==> src/rtl/vsfx_pkg.sv <==
// Shared definitions for the vector byte-shift scheduler slice.
// Holds the operation encodings and the default datapath geometry.
package vsfx_pkg;

  localparam logic [1:0] OP_SLB  = 2'b00;  // shift left, zero fill
  localparam logic [1:0] OP_SRB  = 2'b01;  // logical shift right
  localparam logic [1:0] OP_SRAB = 2'b10;  // arithmetic shift right
  localparam logic [1:0] OP_RLB  = 2'b11;  // rotate left

  localparam int ELEM_W_DEF   = 8;
  localparam int NUM_ELEM_DEF = 4;
  localparam int TAG_W_DEF    = 4;
  localparam int SH_W         = $clog2(ELEM_W_DEF);

endpackage

==> src/rtl/vsfx_byte_shifter.sv <==
// Combinational per-element shifter.
// Ports: op (operation select), vra (source vector), vrb (per-element
// shift amounts, only the low log2(ELEM_W) bits of each element are used),
// vrt (result vector). Element 0 occupies the most significant bits.
module vsfx_byte_shifter
  import vsfx_pkg::*;
#(
  parameter int ELEM_W   = ELEM_W_DEF,
  parameter int NUM_ELEM = NUM_ELEM_DEF
) (
  input  logic [1:0]                 op,
  input  logic [ELEM_W*NUM_ELEM-1:0] vra,
  input  logic [ELEM_W*NUM_ELEM-1:0] vrb,
  output logic [ELEM_W*NUM_ELEM-1:0] vrt
);

  localparam int LANE_SH_W = $clog2(ELEM_W);
  localparam int VW        = ELEM_W * NUM_ELEM;

  for (genvar i = 0; i < NUM_ELEM; i++) begin : g_lane
    localparam int HI = VW - 1 - i * ELEM_W;
    localparam int LO = HI - ELEM_W + 1;

    logic [ELEM_W-1:0]           a;
    logic [ELEM_W-1:0]           r;
    logic [LANE_SH_W-1:0]        sh;
    logic [ELEM_W-LANE_SH_W-1:0] unused_hi;

    assign a         = vra[HI -: ELEM_W];
    assign sh        = vrb[LO +: LANE_SH_W];
    assign unused_hi = vrb[HI -: (ELEM_W - LANE_SH_W)];

    always_comb begin
      r = a;
      case (op)
        OP_SLB:  r = a << sh;
        OP_SRB:  r = a >> sh;
        OP_SRAB: r = $signed(a) >>> sh;
        // with sh=0 the right-hand term shifts out completely, leaving a
        OP_RLB:  r = (a << sh) | (a >> (ELEM_W - int'(sh)));
      endcase
    end

    assign vrt[HI -: ELEM_W] = r;
  end

endmodule

==> src/rtl/vsfx_shift_sched.sv <==
// Round-robin issue scheduler and two-stage pipeline for the byte-shift
// engine. Two requesters (req0 dispatch, req1 permute/replay) present
// op/vra/vrb/tag with valid/ready; one op per cycle is granted into S1,
// shifted into S2, and returned on res_* with valid/ready backpressure.
// busy reports any occupied pipeline stage.
module vsfx_shift_sched
  import vsfx_pkg::*;
#(
  parameter int ELEM_W   = ELEM_W_DEF,
  parameter int NUM_ELEM = NUM_ELEM_DEF,
  parameter int TAG_W    = TAG_W_DEF
) (
  input  logic                       clk,
  input  logic                       rst_n,
  input  logic                       req0_valid,
  output logic                       req0_ready,
  input  logic [1:0]                 req0_op,
  input  logic [ELEM_W*NUM_ELEM-1:0] req0_vra,
  input  logic [ELEM_W*NUM_ELEM-1:0] req0_vrb,
  input  logic [TAG_W-1:0]           req0_tag,
  input  logic                       req1_valid,
  output logic                       req1_ready,
  input  logic [1:0]                 req1_op,
  input  logic [ELEM_W*NUM_ELEM-1:0] req1_vra,
  input  logic [ELEM_W*NUM_ELEM-1:0] req1_vrb,
  input  logic [TAG_W-1:0]           req1_tag,
  output logic                       res_valid,
  input  logic                       res_ready,
  output logic [ELEM_W*NUM_ELEM-1:0] res_vrt,
  output logic [TAG_W-1:0]           res_tag,
  output logic                       res_src,
  output logic                       busy
);

  localparam int VW = ELEM_W * NUM_ELEM;

  logic          s1_valid_q, s1_valid_d;
  logic [1:0]    s1_op_q,    s1_op_d;
  logic [VW-1:0] s1_vra_q,   s1_vra_d;
  logic [VW-1:0] s1_vrb_q,   s1_vrb_d;
  logic [TAG_W-1:0] s1_tag_q, s1_tag_d;
  logic          s1_src_q,   s1_src_d;

  logic          s2_valid_q, s2_valid_d;
  logic [VW-1:0] s2_vrt_q,   s2_vrt_d;
  logic [TAG_W-1:0] s2_tag_q, s2_tag_d;
  logic          s2_src_q,   s2_src_d;

  // 1 means req1 was granted most recently, so req0 has priority next
  logic          last_grant_q, last_grant_d;

  logic          s2_adv, can_accept, gnt0, gnt1;
  logic [VW-1:0] shift_vrt;

  vsfx_byte_shifter #(
    .ELEM_W   (ELEM_W),
    .NUM_ELEM (NUM_ELEM)
  ) u_shifter (
    .op  (s1_op_q),
    .vra (s1_vra_q),
    .vrb (s1_vrb_q),
    .vrt (shift_vrt)
  );

  always_comb begin
    s2_adv     = !s2_valid_q || res_ready;
    can_accept = !s1_valid_q || s2_adv;
    req0_ready = can_accept && (last_grant_q || !req1_valid);
    req1_ready = can_accept && (!last_grant_q || !req0_valid);
    gnt0       = req0_valid && req0_ready;
    gnt1       = req1_valid && req1_ready;

    last_grant_d = last_grant_q;
    if (gnt1)      last_grant_d = 1'b1;
    else if (gnt0) last_grant_d = 1'b0;

    // S1 either refills or empties whenever it is free or moving on
    s1_valid_d = s1_valid_q;
    s1_op_d    = s1_op_q;
    s1_vra_d   = s1_vra_q;
    s1_vrb_d   = s1_vrb_q;
    s1_tag_d   = s1_tag_q;
    s1_src_d   = s1_src_q;
    if (can_accept) begin
      s1_valid_d = gnt0 || gnt1;
      if (gnt1) begin
        s1_op_d  = req1_op;
        s1_vra_d = req1_vra;
        s1_vrb_d = req1_vrb;
        s1_tag_d = req1_tag;
        s1_src_d = 1'b1;
      end else if (gnt0) begin
        s1_op_d  = req0_op;
        s1_vra_d = req0_vra;
        s1_vrb_d = req0_vrb;
        s1_tag_d = req0_tag;
        s1_src_d = 1'b0;
      end
    end

    s2_valid_d = s2_valid_q;
    s2_vrt_d   = s2_vrt_q;
    s2_tag_d   = s2_tag_q;
    s2_src_d   = s2_src_q;
    if (s2_adv) begin
      s2_valid_d = s1_valid_q;
      if (s1_valid_q) begin
        s2_vrt_d = shift_vrt;
        s2_tag_d = s1_tag_q;
        s2_src_d = s1_src_q;
      end
    end
  end

  always_ff @(posedge clk) begin
    if (!rst_n) begin
      s1_valid_q   <= 1'b0;
      s1_op_q      <= '0;
      s1_vra_q     <= '0;
      s1_vrb_q     <= '0;
      s1_tag_q     <= '0;
      s1_src_q     <= 1'b0;
      s2_valid_q   <= 1'b0;
      s2_vrt_q     <= '0;
      s2_tag_q     <= '0;
      s2_src_q     <= 1'b0;
      last_grant_q <= 1'b1;
    end else begin
      s1_valid_q   <= s1_valid_d;
      s1_op_q      <= s1_op_d;
      s1_vra_q     <= s1_vra_d;
      s1_vrb_q     <= s1_vrb_d;
      s1_tag_q     <= s1_tag_d;
      s1_src_q     <= s1_src_d;
      s2_valid_q   <= s2_valid_d;
      s2_vrt_q     <= s2_vrt_d;
      s2_tag_q     <= s2_tag_d;
      s2_src_q     <= s2_src_d;
      last_grant_q <= last_grant_d;
    end
  end

  assign res_valid = s2_valid_q;
  assign res_vrt   = s2_vrt_q;
  assign res_tag   = s2_tag_q;
  assign res_src   = s2_src_q;
  assign busy      = s1_valid_q || s2_valid_q;

endmodule

==> config.mk <==
export PLATFORM = sky130hd
export DESIGN_NAME = vsfx_shift_sched
export DESIGN_NICKNAME = d
export VERILOG_FILES = /design/src/rtl/vsfx_pkg.sv /design/src/rtl/vsfx_byte_shifter.sv /design/src/rtl/vsfx_shift_sched.sv
export SDC_FILE = /design/constraint.sdc
export NUM_CORES = 1
export LEC_CHECK = 0
export CELL_PAD_IN_SITES_DETAIL_PLACEMENT = 1
export CELL_PAD_IN_SITES_GLOBAL_PLACEMENT = 1
export CORE_ASPECT_RATIO = 1.5
export CORE_MARGIN = 2
export CORE_UTILIZATION = 35
export DETAILED_ROUTE_END_ITERATION = 10
export GPL_ROUTABILITY_DRIVEN = 0
export HOLD_SLACK_MARGIN = 0.03
export PLACE_DENSITY_LB_ADDON = 0.1
export REMOVE_ABC_BUFFERS = 1
export SLEW_MARGIN = 5
export SYNTH_ARGS = -nofsm -noshare
export SYNTH_HDL_FRONTEND = slang
export SYNTH_SLANG_ARGS = --single-unit
==> constraint.sdc <==
create_clock -name clk -period 2.65 [get_ports clk]
set_clock_uncertainty 0.1 [all_clocks]
set_input_delay 0.6625 -clock clk [delete_from_list [all_inputs] [get_ports clk]]
set_output_delay 0.6625 -clock clk [all_outputs]
set_load 0.05 [all_outputs]
==> impl_metrics.toml <==
[worst_setup_path]
critPathTopFamily = "buffers and inverters"
criticalPathCategory = "input pin to output port"
cp-start-kind = "input pin"
critPathLaunch = "res_ready"
path_buf_inv = 2
crit_slowest_cell = "clkdlybuf4s50_1"
cp_cell_sequence = "clkdlybuf4s50_1 -> and2b_1 -> a22oi_1 -> buf_12"
reg2reg_from = "s1_op_q[1]$_SDFFE_PN0P_"
crit_arrival_ns = 1.80
critPathMaxFanout = 4
cp_slowest_stage_delay_ns = 0.46
cp-end-kind = "output port"
critPathRequiredTime_ns = 1.89

[cts]
insertion_delay_ns = 0.36
cts_buffers = 9
clk_pin_slew_ns = 0.07
cts_buffer_depth = 2
clock-sinks = 91
ctsHoldBuffers = 0
post_cts_resized = 0
cts_tree = "yes"
clock-root-buffer = "clkbuf_16"
cts_setup_buffers = 0
htree_levels = 3

[sta]
fin_crit_ns = 2.56
fmax_mhz = 390
holdWs_ns = 0.348
fin_ws_ns = 0.0888
setup_violations = 0
post-route-period-util_pct = 96.6
hold_violations = 0
grt_setup_unrepaired = "false"
maxSlewViolCount = 0
tightest_slew_ns = 0.950
max-slew-margin-rel_pct = 36.3

[grt]
grt_pass1_vias = 7754
overflow = 0
antenna_found_initial = 0
grt_start_max_net_pins = 55
grt.total_usage_pct = 22.5
grt_first_pass_wirelength_um = 42700

[yosys]
synth-seq-area-share_pct = 23.5
ys_ff_latch = 91
synth_edf_count = 0
synth-async-reset-ratio_pct = 0
syn_area_um2 = 7740
syn_avg_cell_area_um2 = 8.38
synthFlopType = "dfxtp_1"
synth-warning-count = 0
netlist_instances = 924
yosys-top-cells-area = "dfxtp_1 24%, mux2i_1 13%, mux4_2 9.6%"
synthDistinctLibCells = 81
synth_top_area_share_pct = 23.5
synth_area_leader_cell = "dfxtp_1"

[power]
pwr-share-clk_pct = 26.8
combPwrFrac_pct = 40.1
power-per-cell-area_nw_per_um2 = 528
finalPower_uw = 5140
switching_share_pct = 38.1
p_sw_uw = 1960
internal-power_uw = 3180
seq_power_share_pct = 33.1
p_leak_uw = 0.00373
ir_drop_mv = 0.288

[job]
maxCapViolations = 0

[floorplan]
dieArea_um2 = 23400
die_height_um = 186
num_rows = 66
die_w_um = 125
start_util_pct = 35.6
io_pins = 186
coreArea_um2 = 21700

[route]
drc = 0
first_pass_iters = 5
drt-initial-drc-count = 570
routed_wl_um = 26000
vias = 7633
drt-wirelength-per-cell_um = 20.1
vias_per_cell = 5.90
postRouteAntennaNets = 0

[place]
dp.cells = 1278
place_ws_ns = 0.0566
dp_hpwl_um = 19000
portBuffers = 145
dpl-instance-area_um2 = 9430

[finish]
n_antenna_cell = 0
area_delta_synth_final_pct = 25.8
final_cell_area_um2 = 9740
drive_gt1_share_pct = 13.4
layout.nets = 1166
fin_cells = 1294

[outcome]
status = "completed"

[worst_hold_path]
hold_path_class = "flop to flop"
hp-start = "res_vrt[0]$_SDFFE_PN0P_"
[layer usage]
| metal | share of wire, % | track usage (%) |
|---|---|---|
| met3 | 3.5 | 2.63 |
| met2 | 51 | 40.1 |
| met5 | 0 | 0 |
| met4 | 2.1 | 7.16 |
| met1 | 43 | 28.4 |
[through the flow]
step	TNS, ns	util (%)
after global placement	0	43.4
after global routing	0	44.8
after detailed placement	0	43.4
after CTS	0	44.8
after floorplan	-53.60	-
final	0	44.8
[synthesized netlist by cell type (9+ instances only)]
master and n:
a211oi_1 60, a21oi_1 55, a22oi_1 9, a31oi_1 15, buf_2 37, buf_4 10, buf_6 16, clkbuf_1 48
dfxtp_1 91, inv_1 11, mux2_2 11, mux2i_1 101, mux4_2 33, nand2_1 58, nand3_1 15, nor2_1 108
nor3_1 16, o211ai_1 9, o21ai_0 32, o21ai_1 20, o22ai_1 10
[registers in the layout, summed over array words and instances, names as in the netlist]
signal        count
last_grant_q      1
s1_vra_q         32
res_valid         1
res_tag           4
s1_src_q          1
res_src           1
s1_op_q           2
s1_vrb_q         12
res_vrt          32
s1_valid_q        1
s1_tag_q          4
[worst paths after layout]
path | to | slack (ns) | cells after the start
min reg2reg | res_vrt[0]$_SDFFE_PN0P_ | 0.35 | 2
max reg2reg | res_vrt[1]$_SDFFE_PN0P_ | 0.30 | 5
max | req0_ready | 0.09 | 4
min | res_vrt[0]$_SDFFE_PN0P_ | 0.35 | 2
[cells in the final DEF, fill, tap and decap left out, drive strengths merged, types with 5 or more instances in the layout]
master,count
a211oi,60
a21o,6
a21oi,56
a221oi,5
a22oi,9
a31oi,15
and2,7
buf,53
clkbuf,11
clkdlybuf4s50,143
dfxtp,91
inv,19
mux2,15
mux2i,101
mux4,33
nand2,59
nand2b,7
nand3,15
nand3b,5
nor2,110
nor2b,8
nor3,17
o211ai,9
o21ai,52
o221ai,5
o22ai,10
o311ai,6
or3,6
xor2,5
[cell type report]
| cell class | count | area [um^2] |
|---|---|---|
| Tap cell | 272 | 340 |
| Sequential cell | 91 | 1820 |
| Inverter | 18 | 70.1 |
| Multi-Input combinational cell | 701 | 5250 |
| Fill cell | 2561 | 12000 |
| Timing Repair Buffer | 196 | 1950 |
| Clock inverter | 5 | 61.3 |
| Clock buffer | 11 | 243 |
[logic make-up after synthesis]
| group | Yosys count | synth area share [%] |
|---|---|---|
| multiplexers | 149 | 24.8 |
| AO/OA/AOI/OAI | 284 | 25.5 |
| XOR/XNOR | 8 | 1.20 |
| flip-flops | 91 | 23.5 |
| adder cells (fa/ha/maj) | 4 | 0.646 |
| buffers and inverters | 132 | 9.08 |
| AND/OR/NAND/NOR | 256 | 15.2 |
[power groups by stage]
| stage | Sequential [uW] | Combinational [uW] | Clock, uW |
|---|---|---|---|
| floorplan | 1930 | 1070 | 0 |
| detailed placement | 1730 | 2070 | 0 |
| finish | 1700 | 2060 | 1380 |
| global placement | 1730 | 2040 | 0 |
| CTS | 1700 | 2070 | 1420 |
| global route | 1730 | 2250 | 1470 |
[worst reg2reg max path, delay by kind of cell, from the launching register on]
family	cells	cell delay, ns
xor+xnor	1	0.84
flops	1	0.48
compound gates	3	0.46
simple gates	1	0.40
Note: power is estimated with default switching activity, not from simulation.
